### src/rtl/spi_pixel_streamer.sv
// SPI-memory read master: sends READ command + address, deserialises MISO into
// pixel words and queues them in a show-ahead FIFO, stalling SCLK while the FIFO is full.
module spi_pixel_streamer #(
    parameter int unsigned PIXEL_BITS = 9,
    parameter int unsigned FIFO_DEPTH = 4,
    parameter int unsigned ADDR_BITS  = 24,
    parameter logic [7:0]  READ_CMD   = 8'h03,
    parameter int unsigned COUNT_W    = 10
) (
    input  logic                  clk,
    input  logic                  rst_n,
    input  logic                  start,
    input  logic [ADDR_BITS-1:0]  start_addr,
    input  logic [COUNT_W-1:0]    word_count,
    input  logic                  abort,
    output logic                  busy,
    output logic                  done,
    input  logic                  pop,
    output logic [PIXEL_BITS-1:0] pix_data,
    output logic                  pix_valid,
    output logic                  underrun,
    output logic                  spi_cs,
    output logic                  spi_sclk,
    output logic                  spi_mosi,
    input  logic                  spi_miso
);

    localparam int unsigned AW  = (FIFO_DEPTH > 1) ? $clog2(FIFO_DEPTH) : 1;
    localparam int unsigned ShW = 8 + ADDR_BITS;
    localparam int unsigned BcW = $clog2(ShW + PIXEL_BITS);

    localparam logic [2:0] StIdle   = 3'd0;
    localparam logic [2:0] StCmd    = 3'd1;
    localparam logic [2:0] StAddr   = 3'd2;
    localparam logic [2:0] StData   = 3'd3;
    localparam logic [2:0] StStall  = 3'd4;
    localparam logic [2:0] StFinish = 3'd5;

    localparam logic [BcW-1:0]     BcOne    = BcW'(1);
    localparam logic [BcW-1:0]     CmdLast  = BcW'(7);
    localparam logic [BcW-1:0]     AddrLast = BcW'(ADDR_BITS - 1);
    localparam logic [BcW-1:0]     PixLast  = BcW'(PIXEL_BITS - 1);
    localparam logic [COUNT_W-1:0] OneWord  = COUNT_W'(1);
    localparam logic [AW:0]        FillOne  = (AW + 1)'(1);
    localparam logic [AW:0]        Full     = (AW + 1)'(FIFO_DEPTH);
    localparam logic [AW-1:0]      PtrOne   = AW'(1);

    logic [2:0]            state_q, state_d;
    logic                  phase_q, phase_d;
    logic [BcW-1:0]        bit_cnt_q, bit_cnt_d;
    logic [ShW-1:0]        sh_q, sh_d;
    logic [PIXEL_BITS-2:0] pix_sh_q, pix_sh_d;
    logic [COUNT_W-1:0]    words_q, words_d;
    logic                  underrun_q;

    logic [PIXEL_BITS-1:0] mem_q [FIFO_DEPTH];
    logic [AW-1:0]         wr_ptr_q, rd_ptr_q;
    logic [AW:0]           count_q;
    logic [AW:0]           fill_next;

    logic                  abort_go;
    logic                  pop_ok;
    logic                  word_done;
    logic                  push;
    logic [PIXEL_BITS-1:0] push_data;
    logic                  flush;
    logic                  clr_underrun;

    // Abort outranks start and pop; it is a no-op while idle.
    assign abort_go  = abort && (state_q != StIdle);
    assign pop_ok    = pop && (count_q != '0) && !abort_go;
    assign word_done = (state_q == StData) && phase_q && (bit_cnt_q == PixLast);
    assign push      = word_done && !abort_go;
    assign push_data = {pix_sh_q, spi_miso};

    // FIFO occupancy after this edge; the stall decision uses it so a push landing
    // on the same edge is already accounted for.
    always_comb begin
        fill_next = count_q;
        if (push && !pop_ok) begin
            fill_next = count_q + FillOne;
        end else if (!push && pop_ok) begin
            fill_next = count_q - FillOne;
        end
    end

    always_comb begin
        state_d      = state_q;
        phase_d      = phase_q;
        bit_cnt_d    = bit_cnt_q;
        sh_d         = sh_q;
        pix_sh_d     = pix_sh_q;
        words_d      = words_q;
        flush        = 1'b0;
        clr_underrun = 1'b0;

        if (abort_go) begin
            state_d   = StIdle;
            phase_d   = 1'b0;
            bit_cnt_d = '0;
            flush     = 1'b1;
        end else begin
            case (state_q)
                StIdle, StFinish: begin
                    state_d = StIdle;
                    if (start) begin
                        if (word_count == '0) begin
                            state_d = StFinish;
                        end else begin
                            state_d      = StCmd;
                            phase_d      = 1'b0;
                            bit_cnt_d    = '0;
                            sh_d         = {READ_CMD, start_addr};
                            words_d      = word_count;
                            flush        = 1'b1;
                            clr_underrun = 1'b1;
                        end
                    end
                end
                StCmd: begin
                    if (!phase_q) begin
                        phase_d = 1'b1;
                    end else begin
                        phase_d = 1'b0;
                        sh_d    = {sh_q[ShW-2:0], 1'b0};
                        if (bit_cnt_q == CmdLast) begin
                            bit_cnt_d = '0;
                            state_d   = StAddr;
                        end else begin
                            bit_cnt_d = bit_cnt_q + BcOne;
                        end
                    end
                end
                StAddr: begin
                    if (!phase_q) begin
                        phase_d = 1'b1;
                    end else begin
                        phase_d = 1'b0;
                        sh_d    = {sh_q[ShW-2:0], 1'b0};
                        if (bit_cnt_q == AddrLast) begin
                            bit_cnt_d = '0;
                            state_d   = (fill_next == Full) ? StStall : StData;
                        end else begin
                            bit_cnt_d = bit_cnt_q + BcOne;
                        end
                    end
                end
                StData: begin
                    if (!phase_q) begin
                        phase_d = 1'b1;
                    end else begin
                        phase_d  = 1'b0;
                        pix_sh_d = (PIXEL_BITS - 1)'({pix_sh_q, spi_miso});
                        if (bit_cnt_q == PixLast) begin
                            bit_cnt_d = '0;
                            words_d   = words_q - OneWord;
                            if (words_q == OneWord) begin
                                state_d = StFinish;
                            end else begin
                                state_d = (fill_next == Full) ? StStall : StData;
                            end
                        end else begin
                            bit_cnt_d = bit_cnt_q + BcOne;
                        end
                    end
                end
                StStall: begin
                    if (fill_next != Full) begin
                        state_d = StData;
                    end
                end
                default: begin
                    state_d = StIdle;
                end
            endcase
        end
    end

    always_ff @(posedge clk or negedge rst_n) begin
        if (!rst_n) begin
            state_q   <= StIdle;
            phase_q   <= 1'b0;
            bit_cnt_q <= '0;
            sh_q      <= '0;
            pix_sh_q  <= '0;
            words_q   <= '0;
        end else begin
            state_q   <= state_d;
            phase_q   <= phase_d;
            bit_cnt_q <= bit_cnt_d;
            sh_q      <= sh_d;
            pix_sh_q  <= pix_sh_d;
            words_q   <= words_d;
        end
    end

    always_ff @(posedge clk or negedge rst_n) begin
        if (!rst_n) begin
            underrun_q <= 1'b0;
        end else if (clr_underrun) begin
            underrun_q <= 1'b0;
        end else if (pop && (count_q == '0) && !abort_go) begin
            underrun_q <= 1'b1;
        end
    end

    always_ff @(posedge clk or negedge rst_n) begin
        if (!rst_n) begin
            for (int i = 0; i < int'(FIFO_DEPTH); i++) begin
                mem_q[i] <= '0;
            end
            wr_ptr_q <= '0;
            rd_ptr_q <= '0;
            count_q  <= '0;
        end else if (flush) begin
            wr_ptr_q <= '0;
            rd_ptr_q <= '0;
            count_q  <= '0;
        end else begin
            if (push) begin
                mem_q[wr_ptr_q] <= push_data;
                wr_ptr_q        <= wr_ptr_q + PtrOne;
            end
            if (pop_ok) begin
                rd_ptr_q <= rd_ptr_q + PtrOne;
            end
            count_q <= fill_next;
        end
    end

    always_comb begin
        busy     = (state_q == StCmd) || (state_q == StAddr) ||
                   (state_q == StData) || (state_q == StStall);
        spi_cs   = busy;
        spi_sclk = phase_q &&
                   ((state_q == StCmd) || (state_q == StAddr) || (state_q == StData));
        spi_mosi = ((state_q == StCmd) || (state_q == StAddr)) && sh_q[ShW-1];
        done     = (state_q == StFinish);
    end

    assign pix_data  = mem_q[rd_ptr_q];
    assign pix_valid = (count_q != '0);
    assign underrun  = underrun_q;

endmodule

### config.mk
export PLATFORM = sky130hd
export DESIGN_NAME = spi_pixel_streamer
export DESIGN_NICKNAME = d
export VERILOG_FILES = /design/src/rtl/spi_pixel_streamer.sv
export SDC_FILE = /design/constraint.sdc
export NUM_CORES = 1
export LEC_CHECK = 0
export ABC_AREA = 1
export CORE_MARGIN = 1
export CORE_UTILIZATION = 30
export DETAILED_ROUTE_END_ITERATION = 8
export PLACE_DENSITY = 0.51
export RECOVER_POWER = 25
export SETUP_SLACK_MARGIN = 0.02
export SKIP_LAST_GASP = 1
export SLEW_MARGIN = 20
export SYNTH_ARGS = -nofsm -noshare
export SYNTH_HDL_FRONTEND = slang
export SYNTH_SLANG_ARGS = --single-unit
### constraint.sdc
create_clock -name clk -period 2.4 [get_ports clk]
set_input_delay 0.48 -clock clk [delete_from_list [all_inputs] [get_ports clk]]
set_output_delay 0.48 -clock clk [all_outputs]
set_load 0.02 [all_outputs]
==> metrics.cfg <==
[synthesis]
ys_ff_latch=104
seq_area_frac_synth_pct=48.8
syn_area_um2=5340
ys_warn_count=0
syn-instance-count=660
synth_area_per_cell_um2=8.09
synth_fp_nets=711
ys_types=37

[die]
num_rows=48
dieArea_um2=18300
io-pin-count=56
fp.dieH_um=135
core_area_um2=17400
fp.dieW_um=135
start_util_pct=30.8

[timing]
relSlewSlack_pct=28.0
slew_violations=0
clock.fmax_mhz=443
fin_crit_sh_pct=94.1
holdWs_ns=0.243
rsz0062_at_grt=false
hold_viol_final=0
fin_setup_tns_ns=0
tightest_slew_ns=1.08
fin_crit_ns=2.26
clock_skew_ns=0.00935
finalSetupViolCount=0

[setup_path]
reg2reg_slack_ns=0.32
required_ns=1.92
cp_data_arrival_time_ns=1.78
worstSetupPathType=flip-flop to output pin
worstPathMaxFanout=9
end_kind=output pin
worst_setup_path_start_kind=flip-flop

[global_route]
gr-usage-all-layers_pct=14.8
grt_overflow=0
grt_pass1_wl_um=21300
grt_pass1_vias=4470
antenna_found_initial=0
grt_max_degree=54

[cts]
clock_sinks=104
insertion_delay_ns=0.36
ctsHoldBuffers=0
cts_setup_buffers=0
cts_tree=yes
cts_buffer_depth=2
root_buffer=clkbuf_16
htreeDepth=3
cts_resized=12
numCtsBuffers=9
clkTransAtPathRegs_ns=0.07

[route]
drc=0
antenna_left=0
first_pass_iters=4
dr.max_layer_used=met4
drt_wl_total_um=12300
wl_met2_um=5920
drt_iter0_drc=322
vias_per_cell=4.65
routed-wl-met3_um=301
wl_per_cell_um=12.9
vias=4437
wl_met1_um=5810

[placement]
port_buffers=55
place_area_um2=6250
hpwl_um=8650
gp_congestion=0.802

[worst_hold_path]
holdCritPathClass=input port to asynchronous set/reset pin

[finish]
synthToLayoutAreaGrowth_pct=22.2
final_core_util_pct=37.6
finalInstanceArea_um2=6520
multi_input_area_um2=2280
fillers=1771
diodes=0
layout_common_cells=nand2_1, o21ai_0, dfrtp_1, inv_1, nor2_1
drive_gt1_share_pct=9.60
final_common_cell=nand2_1
nets=776
seq_area_um2=2600

[power]
irDropWorstVdd_mv=0.424
p_leak_nw=3.01
p_per_area_nw_per_um2=1140
total_power_mw=7.45

[status]
status=complete, no violations

[job]
max_cap_viol_count=0

-- critical path, cell delays in order, from the launching register on --
cell and delay, ns:
dfrtp_2 0.49, nor3_4 0.23, inv_2 0.07, nand2_4 0.08, inv_2 0.04, nor2_1 0.14, dlygate4sd2_1 0.35
-- final timing paths --
| path | startpoint | end | depth (start not counted) |
|---|---|---|---|
| worst max-delay path | state_q[0] | spi_mosi | 6 |
| worst min-delay path | rst_n | sh_q[13] | 1 |
| worst max register to register | bit_cnt_q[0] | state_q[1] | 17 |
| worst min register to register | mem_q[16] | mem_q[16] | 2 |
| max in group asynchronous | rst_n | state_q[0] | 2 |
| min in group clk | mem_q[16] | mem_q[16] | 2 |
-- per-layer routing --
metal	up-vias	track usage, %
met5	-	0
met4	0	7.49
met3	15	1.98
met2	58	24.6
met1	2066	18.9
li1	2298	-
-- metrics by stage --
stage / setup slack (ns) / instances
2_1_floorplan: 0.459 / 660
5_1_grt: 0.0149 / 954
3_5_place_dp: -0.0379 / 939
4_1_cts: 0.0307 / 954
6_report: 0.142 / 954
3_3_place_gp: -0.0125 / 939
-- where the power goes --
group | total (mW) | internal, mW | switching, mW
clock | 1.43 | 0.742 | 0.690
combinational | 3.58 | 1.31 | 2.27
sequential | 2.43 | 2.20 | 0.225
-- flip-flops by register name (all words and copies together) (netlist names), 2 cells and up --
name,cells
mem_q,36
words_q,10
state_q,3
pix_sh_q,8
sh_q,32
rd_ptr_q,2
wr_ptr_q,2
count_q,3
bit_cnt_q,6
-- synthesized netlist by cell type, drive strengths merged --
master / number / area, um2
a21oi: 18 / 93.8
a22oi: 2 / 25.0
a31oi: 2 / 12.5
buf: 11 / 88.8
clkbuf: 16 / 62.6
clkinv: 2 / 7.51
dfrtp: 104 / 2600
ha: 11 / 138
inv: 83 / 312
nand2: 142 / 556
nand3: 36 / 185
nand3b: 1 / 7.51
nand4: 4 / 25.0
nor2: 61 / 251
nor3: 5 / 36.3
nor3b: 1 / 18.8
nor4: 2 / 12.5
o211ai: 26 / 195
o21ai: 115 / 579
o22ai: 11 / 68.8
o31ai: 1 / 7.51
xnor2: 1 / 8.76
xor2: 5 / 43.8
-- logic make-up after synthesis --
family	Yosys count	synth area share, %
and+or+nand+nor	252	20.5
AOI/OAI and AO/OA	175	18.4
buffers and inverters	112	8.81
DFF	104	48.8
adders and majority gates	11	2.58
xor gates and xnor gates	6	0.985
-- layout make-up --
class                      instances  share of cell area, %
clock inverter                     4                  0.557
tap                              225                   4.32
sequential                       104                   39.9
timing repair buffer              81                   11.6
multi-input combinational        444                   35.0
clock buffer                      11                   3.72
inverter                          85                   4.89
Note: power is estimated with default switching activity, not from simulation.
